==> src/rtl/ibex_lsu_pipelined_if.sv <==
// rtl/ibex_lsu_pipelined_if.sv - core request, data bus and response signals of the pipelined LSU
interface ibex_lsu_pipelined_if #(
  parameter int DW = 32
);
  logic            req_valid_i;
  logic            req_ready_o;
  logic            req_we_i;
  logic [1:0]      req_type_i;
  logic            req_sign_ext_i;
  logic [31:0]     req_addr_i;
  logic [DW-1:0]   req_wdata_i;
  logic            data_req_o;
  logic            data_gnt_i;
  logic [31:0]     data_addr_o;
  logic            data_we_o;
  logic [DW/8-1:0] data_be_o;
  logic [DW-1:0]   data_wdata_o;
  logic            data_rvalid_i;
  logic            data_err_i;
  logic [DW-1:0]   data_rdata_i;
  logic            rsp_valid_o;
  logic            rsp_we_o;
  logic            rsp_err_o;
  logic [31:0]     rsp_addr_o;
  logic [DW-1:0]   rsp_rdata_o;
  logic            busy_o;

  // LSU side
  modport slave (
    input  req_valid_i, req_we_i, req_type_i, req_sign_ext_i, req_addr_i, req_wdata_i,
    input  data_gnt_i, data_rvalid_i, data_err_i, data_rdata_i,
    output req_ready_o, data_req_o, data_addr_o, data_we_o, data_be_o, data_wdata_o,
    output rsp_valid_o, rsp_we_o, rsp_err_o, rsp_addr_o, rsp_rdata_o, busy_o
  );

  // core + memory side
  modport master (
    output req_valid_i, req_we_i, req_type_i, req_sign_ext_i, req_addr_i, req_wdata_i,
    output data_gnt_i, data_rvalid_i, data_err_i, data_rdata_i,
    input  req_ready_o, data_req_o, data_addr_o, data_we_o, data_be_o, data_wdata_o,
    input  rsp_valid_o, rsp_we_o, rsp_err_o, rsp_addr_o, rsp_rdata_o, busy_o
  );
endinterface

==> src/rtl/ibex_lsu_pipelined.sv <==
// rtl/ibex_lsu_pipelined.sv - load/store unit splitting misaligned accesses into pipelined bus beats
module ibex_lsu_pipelined #(
  parameter int DW              = 32,
  parameter int MAX_OUTSTANDING = 2
) (
  input logic                 clk_i,
  input logic                 rst_i,
  ibex_lsu_pipelined_if.slave lsu
);
  localparam int NB = DW / 8;
  localparam int OW = $clog2(NB);
  localparam int PW = (MAX_OUTSTANDING > 1) ? $clog2(MAX_OUTSTANDING) : 1;
  localparam int CW = $clog2(MAX_OUTSTANDING + 1);

  typedef enum logic [1:0] {IDLE, ISSUE_LO, ISSUE_HI} state_e;

  function automatic logic [3:0] size_bytes(input logic [1:0] t);
    case (t)
      2'b00:   return 4'd4;
      2'b01:   return 4'd2;
      2'b10:   return 4'd1;
      default: return (DW == 64) ? 4'd8 : 4'd1;
    endcase
  endfunction

  function automatic logic [PW-1:0] ptr_next(input logic [PW-1:0] p);
    return (p == PW'(MAX_OUTSTANDING - 1)) ? '0 : p + 1'b1;
  endfunction

  state_e        state_q, state_d;
  logic          we_q, sign_q, split_q;
  logic [1:0]    type_q;
  logic [31:0]   addr_q;
  logic [DW-1:0] wdata_q;

  logic          tr_lo_q   [MAX_OUTSTANDING];
  logic          tr_last_q [MAX_OUTSTANDING];
  logic          tr_we_q   [MAX_OUTSTANDING];
  logic          tr_sign_q [MAX_OUTSTANDING];
  logic [1:0]    tr_type_q [MAX_OUTSTANDING];
  logic [31:0]   tr_addr_q [MAX_OUTSTANDING];
  logic [PW-1:0] wr_ptr_q, rd_ptr_q;
  logic [CW-1:0] count_q;
  logic [DW-1:0] hold_q;
  logic          err_hold_q;

  logic          accept, split_in, issuing, tr_full, push, pop, rsp_fire;
  logic [OW-1:0] off_q;
  logic [3:0]    sz_q;
  logic [31:0]   aligned_addr;
  logic [2*NB-1:0] be_base, be_span;
  logic [OW+2:0] wsh;
  logic [DW-1:0] wdata_rot;

  assign accept   = (state_q == IDLE) & lsu.req_valid_i;
  assign split_in = (5'(lsu.req_addr_i[OW-1:0]) + 5'(size_bytes(lsu.req_type_i))) > 5'(NB);

  assign off_q        = addr_q[OW-1:0];
  assign sz_q         = size_bytes(type_q);
  assign aligned_addr = {addr_q[31:OW], {OW{1'b0}}};
  // Byte mask spanning both beats; low half is the LO beat, high half the HI beat.
  assign be_base      = (2*NB)'((32'd1 << sz_q) - 32'd1);
  assign be_span      = be_base << off_q;
  assign wsh          = {off_q, 3'b000};
  assign wdata_rot    = (wdata_q << wsh) | (wdata_q >> (DW - int'(wsh)));

  assign issuing = (state_q != IDLE);
  assign tr_full = (count_q == CW'(MAX_OUTSTANDING));
  assign push    = lsu.data_req_o & lsu.data_gnt_i;
  assign pop     = lsu.data_rvalid_i & (count_q != '0);

  assign lsu.req_ready_o  = (state_q == IDLE) & ~rst_i;
  assign lsu.data_req_o   = issuing & ~tr_full;
  assign lsu.data_we_o    = issuing & we_q;
  assign lsu.data_addr_o  = (state_q == ISSUE_HI) ? aligned_addr + 32'(NB) :
                            (state_q == ISSUE_LO) ? aligned_addr : 32'd0;
  assign lsu.data_be_o    = (state_q == ISSUE_HI) ? be_span[2*NB-1:NB] :
                            (state_q == ISSUE_LO) ? be_span[NB-1:0] : '0;
  assign lsu.data_wdata_o = issuing ? wdata_rot : '0;
  assign lsu.busy_o       = issuing | (count_q != '0);

  // Issue FSM state register
  always_ff @(posedge clk_i or posedge rst_i) begin
    if (rst_i) state_q <= IDLE;
    else       state_q <= state_d;
  end

  // Issue FSM next state: one LO beat, plus a HI beat for split accesses
  always_comb begin
    state_d = state_q;
    case (state_q)
      IDLE:     if (lsu.req_valid_i) state_d = ISSUE_LO;
      ISSUE_LO: if (push) state_d = split_q ? ISSUE_HI : IDLE;
      ISSUE_HI: if (push) state_d = IDLE;
      default:  state_d = IDLE;
    endcase
  end

  // Capture the accepted request for the duration of its issue
  always_ff @(posedge clk_i or posedge rst_i) begin
    if (rst_i) begin
      we_q <= 1'b0; sign_q <= 1'b0; split_q <= 1'b0;
      type_q <= 2'b00; addr_q <= 32'd0; wdata_q <= '0;
    end else if (accept) begin
      we_q    <= lsu.req_we_i;
      sign_q  <= lsu.req_sign_ext_i;
      split_q <= split_in;
      type_q  <= lsu.req_type_i;
      addr_q  <= lsu.req_addr_i;
      wdata_q <= lsu.req_wdata_i;
    end
  end

  logic            h_lo, h_last, h_we, h_sign;
  logic [1:0]      h_type;
  logic [31:0]     h_addr;
  logic [3:0]      h_sz;
  logic [OW-1:0]   h_off;
  logic [2*DW-1:0] rd_dbl;
  logic [DW-1:0]   rd_shift, load_res;
  logic            ext;

  assign h_lo     = tr_lo_q[rd_ptr_q];
  assign h_last   = tr_last_q[rd_ptr_q];
  assign h_we     = tr_we_q[rd_ptr_q];
  assign h_sign   = tr_sign_q[rd_ptr_q];
  assign h_type   = tr_type_q[rd_ptr_q];
  assign h_addr   = tr_addr_q[rd_ptr_q];
  assign h_sz     = size_bytes(h_type);
  assign h_off    = h_addr[OW-1:0];
  assign rsp_fire = pop & h_last;

  // Merge the held LO beat with the returning beat, align and extend
  always_comb begin
    rd_dbl   = h_lo ? {{DW{1'b0}}, lsu.data_rdata_i} : {lsu.data_rdata_i, hold_q};
    rd_shift = DW'(rd_dbl >> {h_off, 3'b000});
    ext      = 1'b0;
    for (int i = 0; i < NB; i++) begin
      if (i == int'(h_sz) - 1) ext = h_sign & rd_shift[8*i+7];
    end
    load_res = '0;
    for (int i = 0; i < NB; i++) begin
      load_res[8*i +: 8] = (i < int'(h_sz)) ? rd_shift[8*i +: 8] : {8{ext}};
    end
  end

  assign lsu.rsp_valid_o = rsp_fire;
  assign lsu.rsp_we_o    = rsp_fire & h_we;
  assign lsu.rsp_err_o   = rsp_fire & (lsu.data_err_i | (~h_lo & err_hold_q));
  assign lsu.rsp_addr_o  = rsp_fire ? h_addr : 32'd0;
  assign lsu.rsp_rdata_o = (rsp_fire & ~h_we) ? load_res : '0;

  // In-order tracker of granted beats plus the split-merge hold registers
  always_ff @(posedge clk_i or posedge rst_i) begin
    if (rst_i) begin
      wr_ptr_q   <= '0;
      rd_ptr_q   <= '0;
      count_q    <= '0;
      hold_q     <= '0;
      err_hold_q <= 1'b0;
      for (int i = 0; i < MAX_OUTSTANDING; i++) begin
        tr_lo_q[i] <= 1'b0; tr_last_q[i] <= 1'b0; tr_we_q[i] <= 1'b0;
        tr_sign_q[i] <= 1'b0; tr_type_q[i] <= 2'b00; tr_addr_q[i] <= 32'd0;
      end
    end else begin
      if (push) begin
        tr_lo_q[wr_ptr_q]   <= (state_q == ISSUE_LO);
        tr_last_q[wr_ptr_q] <= (state_q == ISSUE_HI) | ~split_q;
        tr_we_q[wr_ptr_q]   <= we_q;
        tr_sign_q[wr_ptr_q] <= sign_q;
        tr_type_q[wr_ptr_q] <= type_q;
        tr_addr_q[wr_ptr_q] <= addr_q;
        wr_ptr_q            <= ptr_next(wr_ptr_q);
      end
      if (pop) begin
        rd_ptr_q <= ptr_next(rd_ptr_q);
        if (!h_last) begin
          hold_q     <= lsu.data_rdata_i;
          err_hold_q <= err_hold_q | lsu.data_err_i;
        end else begin
          err_hold_q <= 1'b0;
        end
      end
      if (push && !pop)      count_q <= count_q + CW'(1);
      else if (pop && !push) count_q <= count_q - CW'(1);
    end
  end
endmodule

==> src/flat_wrapper.sv <==
// flat-port wrapper written by rule: the top's interface ports become plain ports
module ibex_lsu_pipelined_flat 
#(
  parameter int DW              = 32,
  parameter int MAX_OUTSTANDING = 2
)
  (clk_i, rst_i, lsu_req_valid_i, lsu_req_we_i, lsu_req_type_i, lsu_req_sign_ext_i, lsu_req_addr_i, lsu_req_wdata_i, lsu_data_gnt_i, lsu_data_rvalid_i, lsu_data_err_i, lsu_data_rdata_i, lsu_req_ready_o, lsu_data_req_o, lsu_data_addr_o, lsu_data_we_o, lsu_data_be_o, lsu_data_wdata_o, lsu_rsp_valid_o, lsu_rsp_we_o, lsu_rsp_err_o, lsu_rsp_addr_o, lsu_rsp_rdata_o, lsu_busy_o);
  ibex_lsu_pipelined_if #(.DW(DW)) lsu_i ();
  input logic clk_i;
  input logic rst_i;
  input wire logic [$bits(lsu_i.req_valid_i)-1:0] lsu_req_valid_i;
  input wire logic [$bits(lsu_i.req_we_i)-1:0] lsu_req_we_i;
  input wire logic [$bits(lsu_i.req_type_i)-1:0] lsu_req_type_i;
  input wire logic [$bits(lsu_i.req_sign_ext_i)-1:0] lsu_req_sign_ext_i;
  input wire logic [$bits(lsu_i.req_addr_i)-1:0] lsu_req_addr_i;
  input wire logic [$bits(lsu_i.req_wdata_i)-1:0] lsu_req_wdata_i;
  input wire logic [$bits(lsu_i.data_gnt_i)-1:0] lsu_data_gnt_i;
  input wire logic [$bits(lsu_i.data_rvalid_i)-1:0] lsu_data_rvalid_i;
  input wire logic [$bits(lsu_i.data_err_i)-1:0] lsu_data_err_i;
  input wire logic [$bits(lsu_i.data_rdata_i)-1:0] lsu_data_rdata_i;
  output wire logic [$bits(lsu_i.req_ready_o)-1:0] lsu_req_ready_o;
  output wire logic [$bits(lsu_i.data_req_o)-1:0] lsu_data_req_o;
  output wire logic [$bits(lsu_i.data_addr_o)-1:0] lsu_data_addr_o;
  output wire logic [$bits(lsu_i.data_we_o)-1:0] lsu_data_we_o;
  output wire logic [$bits(lsu_i.data_be_o)-1:0] lsu_data_be_o;
  output wire logic [$bits(lsu_i.data_wdata_o)-1:0] lsu_data_wdata_o;
  output wire logic [$bits(lsu_i.rsp_valid_o)-1:0] lsu_rsp_valid_o;
  output wire logic [$bits(lsu_i.rsp_we_o)-1:0] lsu_rsp_we_o;
  output wire logic [$bits(lsu_i.rsp_err_o)-1:0] lsu_rsp_err_o;
  output wire logic [$bits(lsu_i.rsp_addr_o)-1:0] lsu_rsp_addr_o;
  output wire logic [$bits(lsu_i.rsp_rdata_o)-1:0] lsu_rsp_rdata_o;
  output wire logic [$bits(lsu_i.busy_o)-1:0] lsu_busy_o;
  assign lsu_i.req_valid_i = lsu_req_valid_i;
  assign lsu_i.req_we_i = lsu_req_we_i;
  assign lsu_i.req_type_i = lsu_req_type_i;
  assign lsu_i.req_sign_ext_i = lsu_req_sign_ext_i;
  assign lsu_i.req_addr_i = lsu_req_addr_i;
  assign lsu_i.req_wdata_i = lsu_req_wdata_i;
  assign lsu_i.data_gnt_i = lsu_data_gnt_i;
  assign lsu_i.data_rvalid_i = lsu_data_rvalid_i;
  assign lsu_i.data_err_i = lsu_data_err_i;
  assign lsu_i.data_rdata_i = lsu_data_rdata_i;
  assign lsu_req_ready_o = lsu_i.req_ready_o;
  assign lsu_data_req_o = lsu_i.data_req_o;
  assign lsu_data_addr_o = lsu_i.data_addr_o;
  assign lsu_data_we_o = lsu_i.data_we_o;
  assign lsu_data_be_o = lsu_i.data_be_o;
  assign lsu_data_wdata_o = lsu_i.data_wdata_o;
  assign lsu_rsp_valid_o = lsu_i.rsp_valid_o;
  assign lsu_rsp_we_o = lsu_i.rsp_we_o;
  assign lsu_rsp_err_o = lsu_i.rsp_err_o;
  assign lsu_rsp_addr_o = lsu_i.rsp_addr_o;
  assign lsu_rsp_rdata_o = lsu_i.rsp_rdata_o;
  assign lsu_busy_o = lsu_i.busy_o;
  ibex_lsu_pipelined #(.DW(DW), .MAX_OUTSTANDING(MAX_OUTSTANDING)) u_core (.clk_i(clk_i), .rst_i(rst_i), .lsu(lsu_i));
endmodule
==> config.mk <==
export PLATFORM = sky130hd
export DESIGN_NAME = ibex_lsu_pipelined_flat
export DESIGN_NICKNAME = d
export VERILOG_FILES = /design/src/rtl/ibex_lsu_pipelined_if.sv /design/src/rtl/ibex_lsu_pipelined.sv /design/src/flat_wrapper.sv
export SDC_FILE = /design/constraint.sdc
export NUM_CORES = 1
export LEC_CHECK = 0
export BUFFER_PORTS_ARGS = -buffer_cell sky130_fd_sc_hd__buf_2
export CAP_MARGIN = 20
export CORE_ASPECT_RATIO = 0.6
export CORE_MARGIN = 4
export CORE_UTILIZATION = 59
export CTS_BUF_LIST = sky130_fd_sc_hd__clkbuf_16
export CTS_CLUSTER_DIAMETER = 40
export DETAILED_ROUTE_END_ITERATION = 10
export PLACE_DENSITY_LB_ADDON = 0.08
export SKIP_LAST_GASP = 1
export SLEW_MARGIN = 0
export SYNTH_ARGS = -nofsm -noshare
export SYNTH_HDL_FRONTEND = slang
export SYNTH_SLANG_ARGS = --single-unit
==> constraint.sdc <==
create_clock -name clk_i -period 16.5 [get_ports clk_i]
set_clock_uncertainty 0.2 [all_clocks]
set_input_delay 0 -clock clk_i [delete_from_list [all_inputs] [get_ports clk_i]]
set_output_delay 0 -clock clk_i [all_outputs]
set_load 0.03 [all_outputs]
## Word level (Yosys, flattened, before mapping)

Index checks and enable logic that the tools add are counted.

| storage, ports and cells | value |
|---|---|
| register bits | 184 |
| output and inout port bits | 139 |

| cells by class | value |
|---|---|
| add/subtract/negate cells | 9 |
| $lt $le $gt $ge | 8 |
| equality and inequality tests | 12 |
| shifts and indexed selects | 5 |
| multiplexer cells | 59 |
| bitwise gates (word level) | 28 |
| reductions and logical operators | 15 |

Operators with widths:

| cell | count |
|---|---|
| 32-bit 2-to-1 mux | 9 |
| 64-bit bitwise mux | 1 |
| 3-bit by 32-bit == test with 1-bit output, first input constant | 2 |
| 64-bit 2-to-1 mux | 1 |
| 64-bit by 5-bit >> shifter with 32-bit output | 1 |
| 32-bit by 3-bit adder with 32-bit output, second input constant | 1 |
| 32-bit demux with 1-bit select | 1 |
| 2-bit by 32-bit == test with 1-bit output, first input constant | 1 |
| 32-bit logical NOT | 1 |
| 8-bit 2-to-1 mux | 4 |
| 32-bit OR | 1 |
| 32-bit by 5-bit left shift with 32-bit output | 1 |
| 32-bit by 32-bit >> shifter with 32-bit output | 1 |
| 1-bit 2-to-1 mux | 20 |
| 2-bit 2-to-1 mux | 10 |
| 3-bit one-hot mux with 2 select lines | 3 |
| 1-bit bitwise AND | 15 |
| 2-bit bitwise mux | 4 |
| 2-bit by 1-bit == test with 1-bit output, second input constant | 4 |
| 2-bit logical NOT | 4 |
| 4-bit 2-to-1 mux | 2 |
| 1-bit by 3-bit left shift with 8-bit output, first input constant | 1 |
| 8-bit by 2-bit left shift with 8-bit output | 1 |
| 8-bit by 1-bit subtractor with 8-bit output, second input constant | 1 |
| other kinds (26) | 46 |

## Logic depth before layout (Yosys ltp)

Gate-level depths: netlist of the first run.

| depth | value |
|---|---|
| depth after elaboration | 14 |
| gate-level depth with buffers | 10 |

## Worst setup path before layout of the first run

Ideal clock, no wire load.

| timing path | value |
|---|---|
| kind | reg-to-output |
| from | register u_core.addr_q[1] |
| to | output port lsu_data_wdata_o[15] |
| data arrival time | 2.891 ns |
| data required time | 16.300 ns |
| path slack | 13.409 ns |
| cell stages (with the launch flop) | 10 |
| buffers on the path | 4 |
| path through | dfrtp_1 clkbuf_1 clkinv_1 clkbuf_1 ha_1 buf_1 nor2_1 clkbuf_1 a221oi_1 nor3_1 |

| between the ends | value |
|---|---|
| cells in the longest elaborated chain, start to end | 4 |

RTL lines:

| what | line | RTL |
|---|---|---|
| from (decl) | ibex_lsu_pipelined.sv:33 | `logic [31:0] addr_q;` |
| from (signal assigned) | ibex_lsu_pipelined.sv:109 | `addr_q <= lsu.req_addr_i;` |
| 6-bit by 5-bit subtractor with 7-bit output | ibex_lsu_pipelined.sv:65 | `assign wdata_rot = (wdata_q << wsh) \| (wdata_q >> (DW - int'(wsh)));` |
| 32-bit by 32-bit >> shifter with 32-bit output | ibex_lsu_pipelined.sv:65 |  |
| 32-bit OR * | ibex_lsu_pipelined.sv:65 |  |
| 32-bit 2-to-1 mux * | ibex_lsu_pipelined.sv:79 | `assign lsu.data_wdata_o = issuing ? wdata_rot : '0;` |
| to (decl) | flat_wrapper.sv:26 | `output wire logic [$bits(lsu_i.data_wdata_o)-1:0] lsu_data_wdata_o;` |

Mark *: on every way between the ends. The rest lies on a longest branch, timed or not.

## Final worst setup path of the first run

| timing path | value |
|---|---|
| from | register u_core.addr_q[1] |
| to | output port lsu_data_wdata_o[23] |

Same word-level chain as after synthesis.

==> results of run 1 <==
worst min-delay path, cell delays in order:
cell           delay, ps
dlygate4sd3_1        520
buf_2                100
nand2_1               40
o21ai_0               60
power by group:
| part | internal (mW) | total, mW | switching (mW) |
|---|---|---|---|
| clock | 0.211 | 0.400 | 0.189 |
| combinational | 0.799 | 2.04 | 1.24 |
| sequential | 0.683 | 0.942 | 0.259 |
routing by layer:
| metal | global-route usage [%] | wire length (um) | up-vias |
|---|---|---|---|
| met5 | 0 | 0 | - |
| met4 | 8.696 | 589 | 0 |
| met3 | 7.388 | 3149 | 59 |
| met2 | 45.58 | 14270 | 526 |
| met1 | 48.16 | 14870 | 4722 |
| li1 | - | - | 4435 |
synthesized netlist by cell type, types with 2 or more instances:
master	count	share of area, %
a22oi_1	19	1.3
mux2i_1	77	7.1
xnor2_1	25	2.0
nand3_1	31	1.4
mux2_4	2	0.28
buf_1	17	0.59
nand4_1	4	0.23
buf_2	8	0.37
nor2b_1	8	0.46
clkbuf_1	53	1.8
nand2b_1	5	0.29
xor2_1	5	0.41
or3_1	4	0.23
nand2_1	124	4.3
a31oi_1	8	0.46
o22a_1	5	0.41
a21o_1	4	0.28
a222oi_1	8	0.74
nor3b_1	3	0.21
ha_1	6	0.69
buf_4	2	0.14
a221oi_1	22	1.8
and3_1	6	0.35
nor2_1	112	3.9
mux4_2	3	0.63
and2_1	7	0.41
nor3_1	20	0.93
a21oi_1	33	1.5
buf_6	3	0.31
and4_1	2	0.16
a2bb2oi_1	5	0.41
dfrtp_1	184	43
inv_1	8	0.28
or2_2	2	0.12
o2bb2ai_1	9	0.73
nor4_1	9	0.52
mux2_2	175	18
o21ai_0	39	1.8
final cells by class:
cell class	instances	area, um^2
flip-flops and latches	184	4606
inverters	9	38.79
clock buffers	17	425.4
diodes	1	2.502
well taps	240	300.3
repair buffers	361	2402
multi-input cells	798	5864
clock inverters	15	143.9
fillers	1280	4237
state kept, by name, summed over array words and instances, names as in the netlist, 4 cells and up:
| name | cells |
|---|---|
| u_core.addr_q | 32 |
| u_core.hold_q | 32 |
| u_core.tr_addr_q | 64 |
| u_core.tr_type_q | 4 |
| u_core.wdata_q | 32 |
repair_timing:
item,4_1_cts,5_1_grt
hold endpoints to repair,221,16
hold buffers,105,1
gates resized for setup,0,0
through the flow:
stage	setup WS [ps]	hold WS (ps)
3_5_place_dp	12450	10.70
3_3_place_gp	12590	6.398
4_1_cts	11990	81.01
6_report	11800	94.32
2_1_floorplan	11300	-88.21
5_1_grt	11530	108.2
worst paths after layout:
| path | start | slack [ps] | to |
|---|---|---|---|
| worst min register to register | u_core.tr_last_q[0]$_DFFE_PP0P_ | 290 | u_core.tr_last_q[0]$_DFFE_PP0P_ |
| max in group asynchronous | rst_i | 14110 | u_core.tr_addr_q[19]$_DFFE_PP0P_ |
| worst min-delay path | lsu_req_addr_i[16] | 90 | u_core.addr_q[16]$_DFFE_PP0P_ |
| worst max register to register | u_core.state_q[0]$_DFFE_PP0P_ | 13660 | u_core.tr_addr_q[36]$_DFFE_PP0P_ |
| min in group asynchronous | rst_i | 380 | u_core.we_q$_DFFE_PP0P_ |
| worst max-delay path | u_core.addr_q[1]$_DFFE_PP0P_ | 11800 | lsu_data_wdata_o[23] |
cells by family (layout without fill, tap and decap cells):
kind of cell / after synthesis / count (layout) / share of synthesized area (%)
multiplexers: 257 / 257 / 26.28
other: 1 / 3 / 0.03471
flip-flops: 184 / 184 / 42.62
buffers and inverters: 92 / 402 / 3.567
adder cells (fa/ha/maj): 7 / 7 / 0.8801
AND/OR/NAND/NOR: 340 / 340 / 13.82
XOR/XNOR: 30 / 30 / 2.432
AO/OA/AOI/OAI: 162 / 162 / 10.38
==> reports/results.ini, run 1 <==
[floorplanning]
dieHeight_um = 112.8
die_area_mm2 = 0.02061
initial_utilization_pct = 59.96
ios = 245
dieWidth_um = 182.7
core_mm2 = 0.01802
num_rows = 38

[drt]
drt_iter0_drc = 1237
routed_wl_um = 32880
vias = 9742
drc_errors = 0
drtAntennaViolNets = 0
routed_via_density = 5.995
wl_per_cell_um = 20.24
first_pass_iters = 6

[synth]
avgSynthCellArea_um2 = 10.07
netlist_area_mm2 = 0.01080
synthArstFlopShare_pct = 100.0
synth_cell_types = 54
yosysSeqAreaShare_pct = 42.62
synth_edf_count = 0
yosysWarnings = 0
yosys_most_used_dff = dfrtp_1
ys_ff_latch = 184
synthCells = 1073

[global_route]
grt.total_usage_pct = 31.65
grt.overflow.total = 0
grt_pass1_vias = 9546
grt_first_pass_wirelength_um = 52180
grt_max_degree = 117
antenna_found_initial = 1

[sta]
setup_viol_count_final = 0
slew_viol_final = 0
post-route-period-util_pct = 28.50
period_minus_slack_ps = 4702
rsz0062_at_grt = no
fmax_ghz = 0.2127
slew-limit-headroom_pct = 22.79
setup_tns_ps = 0
hold_viol = 0
worst_pin_slew_ps = 1154

[worst_setup_path]
cp_max_fo = 27
critical-path-top-delay-family = simple AND/OR/NAND/NOR gates
cp.arrival_ps = 4500
cp.depth = 6
crit_path_start_kind = flip-flop
crit_buf_inv = 2
end_kind = output pin
cpPeakStageDelay_ps = 960
cp_cell_sequence = clkinv_1 > ha_1 > nor2_1 > a221oi_1 > nor3_1 > buf_2
reg2reg_depth = 5
cpMaxStageDelayCell = dfrtp_1
setup.worst_path.class = reg2out
critical_path_required_ps = 16300

[power]
total_power_mw = 3.380
ir_drop_v = 0.0001825
powerDensity_mw_per_mm2 = 245.2
p_leak_nw = 6.433

[clock_network]
cts.sinks = 184
cts_buffers = 17
cts_tree = done
cts.clk_slew.worst_paths_ps = 70
clkLatencyLatePin_ps = 450
clk_path_buf_depth = 2
cts-root-buf = clkbuf_16
post-cts-setup-buffers = 0
cts_htree_levels = 4

[finish]
final_area_mm2 = 0.01378
area_growth_pct = 27.57
utilization_pct = 76.49
nets = 1484
mostFrequentLayoutCells = buf_2 (242), dfrtp_1 (183), mux2_2 (175), nand2_1 (123), nor2_1 (110)
stdcell_count = 1625
drive_gt1_share_pct = 34.61
layout_commonest_cell = buf_2

[placed_design]
place_area_mm2 = 0.01210
port_buffers = 242
place_congestion = 0.9219
dp_hpwl_um = 21600
dp.cells = 1484

[flow_run]
cap_violations = 0

[hold_path]
hold_class = in2reg
whs_path_depth = 4

[run_status]
run_status = finished clean

No activity file was read; power rests on OpenSTA's default activity.
==> run 2, diff against run 1 <==
--- a/config.mk
+++ b/config.mk
@@ -9,7 +9,7 @@
 export CAP_MARGIN = 20
 export CORE_ASPECT_RATIO = 0.6
 export CORE_MARGIN = 4
-export CORE_UTILIZATION = 59
+export CORE_UTILIZATION = 50
 export CTS_BUF_LIST = sky130_fd_sc_hd__clkbuf_16
 export CTS_CLUSTER_DIAMETER = 40
 export DETAILED_ROUTE_END_ITERATION = 10
==> constraint.sdc (replaced) <==
create_clock -name clk_i -period 3.92 [get_ports clk_i]
set_clock_uncertainty 0.2 [all_clocks]
set_input_delay 0 -clock clk_i [delete_from_list [all_inputs] [get_ports clk_i]]
set_output_delay 0 -clock clk_i [all_outputs]
set_load 0.03 [all_outputs]
==> run 2 against run 1 <==
  * Worst hold slack got worse by 85 ps
  * Die area rose by 17%
  * Clock power rose to 4.2 times the previous value
  * Global-route usage fell by 4.0 points
  * Via count fell by 1.2%
  * Clock-buffer cell count did not move
  * Core utilization fell by 11 points
  * Register-to-register slack got worse by 13000 ps
  * Sequential power rose to 4.2 times the previous value
  * Largest cell class unchanged
  * Highest routed layer unchanged
==> reports/results.ini, run 2 (synthesized netlist as in run 1, its figures left out) <==
[flow_run]
cap_violations = 0  ; unchanged

[clock_network]
clkLatencyLatePin_ps = 430  ; -20 ps
ctsResizeCount = 0  ; unchanged
cts.clk_slew.worst_paths_ps = 70  ; about the same
cts_buffers = 17  ; unchanged
cts_htree_levels = 4  ; unchanged
cts-root-buf = clkbuf_16
cts_tree = done
cts.sinks = 184  ; unchanged
clk_path_buf_depth = 2  ; unchanged

[sta]
slew-limit-headroom_pct = 30.25  ; +7.5 points
hold_viol = 0  ; unchanged
rsz0062_at_grt = no
finalHoldWorstSlack_ps = 9.197  ; -85.13 ps
fmax_ghz = 0.2869
period_minus_slack_ps = 3485
post-route-period-util_pct = 88.91
setup_slack_ps = 434.7  ; -11,360 ps
setup_tns_ps = 0  ; unchanged
slew_viol_final = 0  ; unchanged
worst_pin_slew_ps = 1042  ; -111.5 ps
setup_viol_count_final = 0  ; unchanged

[finish]
nets = 1494  ; +0.67%
final_area_mm2 = 0.01389  ; +0.78%
regMostFlops = u_core.tr_addr_q
layout_commonest_cell = buf_2
largest_reg_flops = 64  ; unchanged
mostFrequentLayoutCells = buf_2 (242), dfrtp_1 (183), mux2_2 (175), nand2_1 (123), nor2_1 (110)
antennaDiodeCount = 0  ; -1
area_growth_pct = 28.57
drive_gt1_share_pct = 35.08  ; +0.47 points

[floorplanning]
dieWidth_um = 197.8  ; +8.2%
ios = 245  ; unchanged
dieHeight_um = 121.9  ; +8.0%
initial_utilization_pct = 51.12  ; -8.8 points
core_mm2 = 0.02114  ; +17%
die_area_mm2 = 0.02410  ; +17%
num_rows = 41  ; +7.9%

[worst_setup_path]
cpMaxStageDelayCell = dfrtp_2
cp_cell_sequence = mux2_2 > buf_4 > mux4_2 > o2bb2ai_1 > o221ai_4 > o21ai_0 > buf_2
setup.worst_path.class = reg2out
cpPeakStageDelay_ps = 710  ; -250 ps
cp.arrival_ps = 3290  ; -1210 ps
crit_path_start_kind = flip-flop
crit_buf_inv = 2  ; unchanged
critical-path-top-delay-family = multiplexers
critical_path_required_ps = 3720  ; -12,580 ps
cp_max_fo = 39  ; +44%
end_kind = output pin

[placed_design]
place_congestion = 0.9418  ; +2.2%
place_area_mm2 = 0.01228  ; +1.4%
dpl_worst_slack_ps = 929.5  ; -11,520 ps
port_buffers = 242  ; unchanged
dp_hpwl_um = 23000  ; +6.5%

[power]
p_leak_nw = 6.463  ; +0.46%
combPwrFrac_pct = 60.7  ; +0.4 points
swShare_pct = 49.76  ; -0.14 points
switchingPower_mw = 7.121  ; +320%
internal-power_mw = 7.190  ; +320%
powerDensity_mw_per_mm2 = 1030  ; +320%
ir_drop_v = 0.0008217  ; +350%
pwr-share-clk_pct = 11.6  ; -0.2 points
pwr-share-seq_pct = 27.6  ; -0.3 points

[hold_path]
hold_class = in2async

[drt]
vias = 9625  ; -1.2%
wl_per_cell_um = 19.92  ; -1.6%
drt_iter0_drc = 981  ; -21%
routed_wl_um = 33330  ; +1.3%
drtAntennaViolNets = 0  ; unchanged
routed_via_density = 5.753  ; -4.0%
drc_errors = 0  ; unchanged
first_pass_iters = 9  ; +3

[global_route]
grt_max_degree = 139  ; +19%
grt_pass1_vias = 9287  ; -2.7%
grt_first_pass_wirelength_um = 52690  ; +0.97%
grt.total_usage_pct = 27.60  ; -4.0 points
grt.overflow.total = 0  ; unchanged
antenna_found_initial = 0  ; -1

[run_status]
run_status = finished clean

run 2: final cells by class:
class / instances / area (um^2)
Tap cell: 279 / 349.1
Clock buffer: 17 / 425.4
Fill cell: 1734 / 7244
Inverter: 9 / 37.54
Timing Repair Buffer: 371 / 2484
Multi-Input combinational cell: 798 / 5864
Clock inverter: 15 / 125.1
Sequential cell: 184 / 4606
run 2: timing repair:
action	4_1_cts	5_1_grt
hold buffers	105	0
setup buffers	0	0
endpoints found under the hold margin	152	0
setup endpoints to repair	0	0
run 2: stage by stage:
step | total power [mW] | utilization (%) | cells
3_5_place_dp | 12.43 | 58.09 | 1535
2_1_floorplan | 10.05 | - | 1074
4_1_cts | 14.23 | 65.67 | 1672
3_3_place_gp | 12.34 | 58.09 | 1535
5_1_grt | 15.22 | 65.72 | 1673
6_report | 14.31 | 65.72 | 1673
run 2: power by group through the flow:
stage	Sequential (mW)	Combinational, mW	Clock [mW]
CTS	3.92	8.62	1.70
floorplan	3.48	6.57	0
finish	3.96	8.69	1.67
global placement	3.92	8.41	0
detailed placement	3.94	8.48	0
global route	4.10	9.35	1.77
run 2: final timing paths:
path                                                  start                               end  slack [ps]  depth (start not counted)
min in group clk_i                          lsu_req_valid_i     u_core.addr_q[16]$_DFFE_PP0P_          50                          4
min                                                   rst_i   u_core.tr_sign_q[1]$_DFFE_PP0P_           9                          3
max in group asynchronous                             rst_i     u_core.tr_lo_q[0]$_DFFE_PP0P_        2330                          4
min reg2reg                u_core.tr_addr_q[16]$_DFFE_PP0P_  u_core.tr_addr_q[16]$_DFFE_PP0P_         290                          2
max                             u_core.rd_ptr_q$_DFFE_PP0P_               lsu_rsp_rdata_o[22]         430                          7
max reg2reg                   u_core.state_q[0]$_DFFE_PP0P_  u_core.tr_addr_q[41]$_DFFE_PP0P_        1040                          5
run 2: routing by layer:
| metal | wire (um) | part of all wire, % | up-vias | GRT usage [%] |
|---|---|---|---|---|
| met5 | 0 | 0 | - | 0 |
| met4 | 472 | 1.4 | 0 | 5.976 |
| met3 | 2809 | 8.4 | 40 | 6.882 |
| met2 | 13670 | 41 | 424 | 37.90 |
| met1 | 16370 | 49 | 4707 | 43.69 |
| li1 | - | - | 4454 | - |
run 2: tightest hold or removal path, cell delays in order:
cell,delay [ps]
dlygate4sd3_1,540
buf_2,140
clkinvlp_4,420
==> run 3, diff against run 2 <==
--- a/config.mk
+++ b/config.mk
@@ -14,6 +14,7 @@
 export CTS_CLUSTER_DIAMETER = 40
 export DETAILED_ROUTE_END_ITERATION = 10
 export PLACE_DENSITY_LB_ADDON = 0.08
+export REMOVE_ABC_BUFFERS = 1
 export SKIP_LAST_GASP = 1
 export SLEW_MARGIN = 0
 export SYNTH_ARGS = -nofsm -noshare
==> run 3 against run 2 <==
  * Sequential share of layout area up 0.099 points
  * Wire length shrank 5.0%
  * Sequential power down 2%
  * Cell count is 0.18% lower
  * Combinational power decreased by 0.5%
  * Maximum frequency is 4.8% lower
  * Clock power about the same
  * Non-clock buffer count shrank 3
  * Final area is 0.30% lower
  * Global-route usage shrank 1.4 points
  * Critical endpoint is now lsu_rsp_rdata_o[26]
==> reports/results.ini, run 3 (synthesized netlist as in run 1, its figures left out) <==
[run_status]
run_status = finished clean

[sta]
post-route-period-util_pct = 93.41  ; +4.5 points
slew-limit-headroom_pct = 27.02  ; -3.2 points
worst_pin_slew_ps = 1095  ; +52.20 ps
slew_viol_final = 0  ; unchanged
setup_tns_ps = 0  ; unchanged
setup_viol_count_final = 0  ; unchanged
fmax_ghz = 0.2731  ; -4.8%
hold_viol = 0  ; unchanged
period_minus_slack_ps = 3662  ; +176.5 ps
rsz0062_at_grt = no
setup_slack_ps = 258.3  ; -176.5 ps

[drt]
vias = 9555  ; -0.73%
routed_wl_um = 31650  ; -5.0%
drtAntennaViolNets = 0  ; unchanged
drc_errors = 0  ; unchanged
drt_iter0_drc = 809  ; -18%
first_pass_iters = 6  ; -3
routed_via_density = 5.722  ; -0.55%
wl_per_cell_um = 18.95  ; -4.9%

[power]
powerDensity_mw_per_mm2 = 1025  ; -0.56%
p_leak_nw = 6.448  ; -0.22%
ir_drop_v = 0.0009977  ; +21%

[worst_setup_path]
cp_max_fo = 32  ; -18%
setup.worst_path.class = reg2out
crit_path_start_kind = flip-flop
end_kind = output pin
cp.arrival_ps = 3460  ; +170 ps
critical_path_required_ps = 3720  ; about the same

[clock_network]
cts-root-buf = clkbuf_16
cts_htree_levels = 4  ; unchanged
post-cts-setup-buffers = 0  ; unchanged
clkLatencyLatePin_ps = 430  ; about the same
cts.clk_slew.worst_paths_ps = 70  ; about the same
cts_tree = done
clk_path_buf_depth = 2  ; unchanged
cts.sinks = 184  ; unchanged
cts_buffers = 17  ; unchanged

[finish]
final_area_mm2 = 0.01385  ; -0.30%
regMostFlops = u_core.tr_addr_q
layout_commonest_cell = buf_2
drive_gt1_share_pct = 34.96  ; -0.11 points
fill_cells = 1749  ; +0.87%
largest_reg_flops = 64  ; unchanged
mostFrequentLayoutCells = buf_2 (242), dfrtp_1 (183), mux2_2 (175), nand2_1 (123), nor2_1 (110)
stdcell_count = 1670  ; -0.18%
nets = 1491  ; -0.20%
area_growth_pct = 28.19
utilization_pct = 65.53  ; -0.20 points

[floorplanning]
die_area_mm2 = 0.02410  ; unchanged
dieHeight_um = 121.9  ; unchanged
core_mm2 = 0.02114  ; unchanged
num_rows = 41  ; unchanged
dieWidth_um = 197.8  ; unchanged
ios = 245  ; unchanged
initial_utilization_pct = 51.12  ; unchanged

[global_route]
antenna_found_initial = 1  ; +1
grt_pass1_vias = 9262  ; -0.27%
grt.total_usage_pct = 26.20  ; -1.4 points
grt.overflow.total = 0  ; unchanged
grt_first_pass_wirelength_um = 50740  ; -3.7%
grt_max_degree = 142  ; +2.2%

[placed_design]
dp_hpwl_um = 21350  ; -7.2%
place_area_mm2 = 0.01223  ; -0.36%
dpl_worst_slack_ps = 770.6  ; -158.9 ps
place_congestion = 0.8798  ; -6.6%
dp.cells = 1532  ; -0.20%
port_buffers = 242  ; unchanged

[flow_run]
cap_violations = 0  ; unchanged

[hold_path]
hold_class = in2reg

-- run 3: metrics by stage --
stage	total power [mW]	hold WS [ps]
6_report	14.19	110.3
5_1_grt	15.10	129.3
4_1_cts	14.13	88.67
3_5_place_dp	12.34	16.19
3_3_place_gp	12.25	14.49
2_1_floorplan	9.883	-88.21
-- run 3: per-layer routing --
layer  part of all wire, %  vias up  GRT usage, %
met1                    49     4679         41.60
met2                    42      397         37.37
met4                   1.1        0         5.761
li1                      -     4451             -
met5                     0        -             0
met3                   7.5       28         4.533
-- run 3: area by class of cell --
| type | count | area (um^2) | area share (%) |
|---|---|---|---|
| inverter | 9 | 41.29 | 0.2981 |
| tap | 279 | 349.1 | 2.521 |
| clock buffer | 17 | 425.4 | 3.072 |
| clock inverter | 14 | 125.1 | 0.9034 |
| sequential | 184 | 4606 | 33.26 |
| timing repair buffer | 368 | 2436 | 17.59 |
| multi-input combinational | 798 | 5864 | 42.34 |
| antenna | 1 | 2.502 | 0.01807 |
-- run 3: repair_timing --
action / in CTS / in global routing
hold endpoints to repair: 246 / 0
hold buffers: 105 / 0
resized for setup: 0 / 0
-- run 3: power breakdown --
| part | internal, mW | switching [mW] |
|---|---|---|
| Combinational | 3.42 | 5.23 |
| Clock | 0.878 | 0.790 |
| Sequential | 2.88 | 0.992 |
| Total | 7.17 | 7.02 |
-- run 3: final timing paths --
check                           depth (start not counted)  slack (ps)                             from                              end
worst max-delay path                                    7         260      u_core.rd_ptr_q$_DFFE_PP0P_              lsu_rsp_rdata_o[26]
worst min-delay path                                    4         110               lsu_req_addr_i[11]    u_core.addr_q[11]$_DFFE_PP0P_
max in group asynchronous                               4        2510                            rst_i    u_core.addr_q[17]$_DFFE_PP0P_
worst max register to register                          4         970      u_core.rd_ptr_q$_DFFE_PP0P_    u_core.hold_q[28]$_DFFE_PP0P_
min in group asynchronous                               3         160                            rst_i   u_core.wdata_q[14]$_DFFE_PP0P_
worst min register to register                          1         280  u_core.tr_last_q[0]$_DFFE_PP0P_  u_core.tr_last_q[0]$_DFFE_PP0P_
-- run 3: worst max-delay path, cell delays in order (launching register included) --
cell      delay [ps]
dfrtp_2          630
buf_4            580
mux2_2           300
nand3_1          380
nor3_1           470
o221ai_4         280
o21ai_0          140
buf_2            230
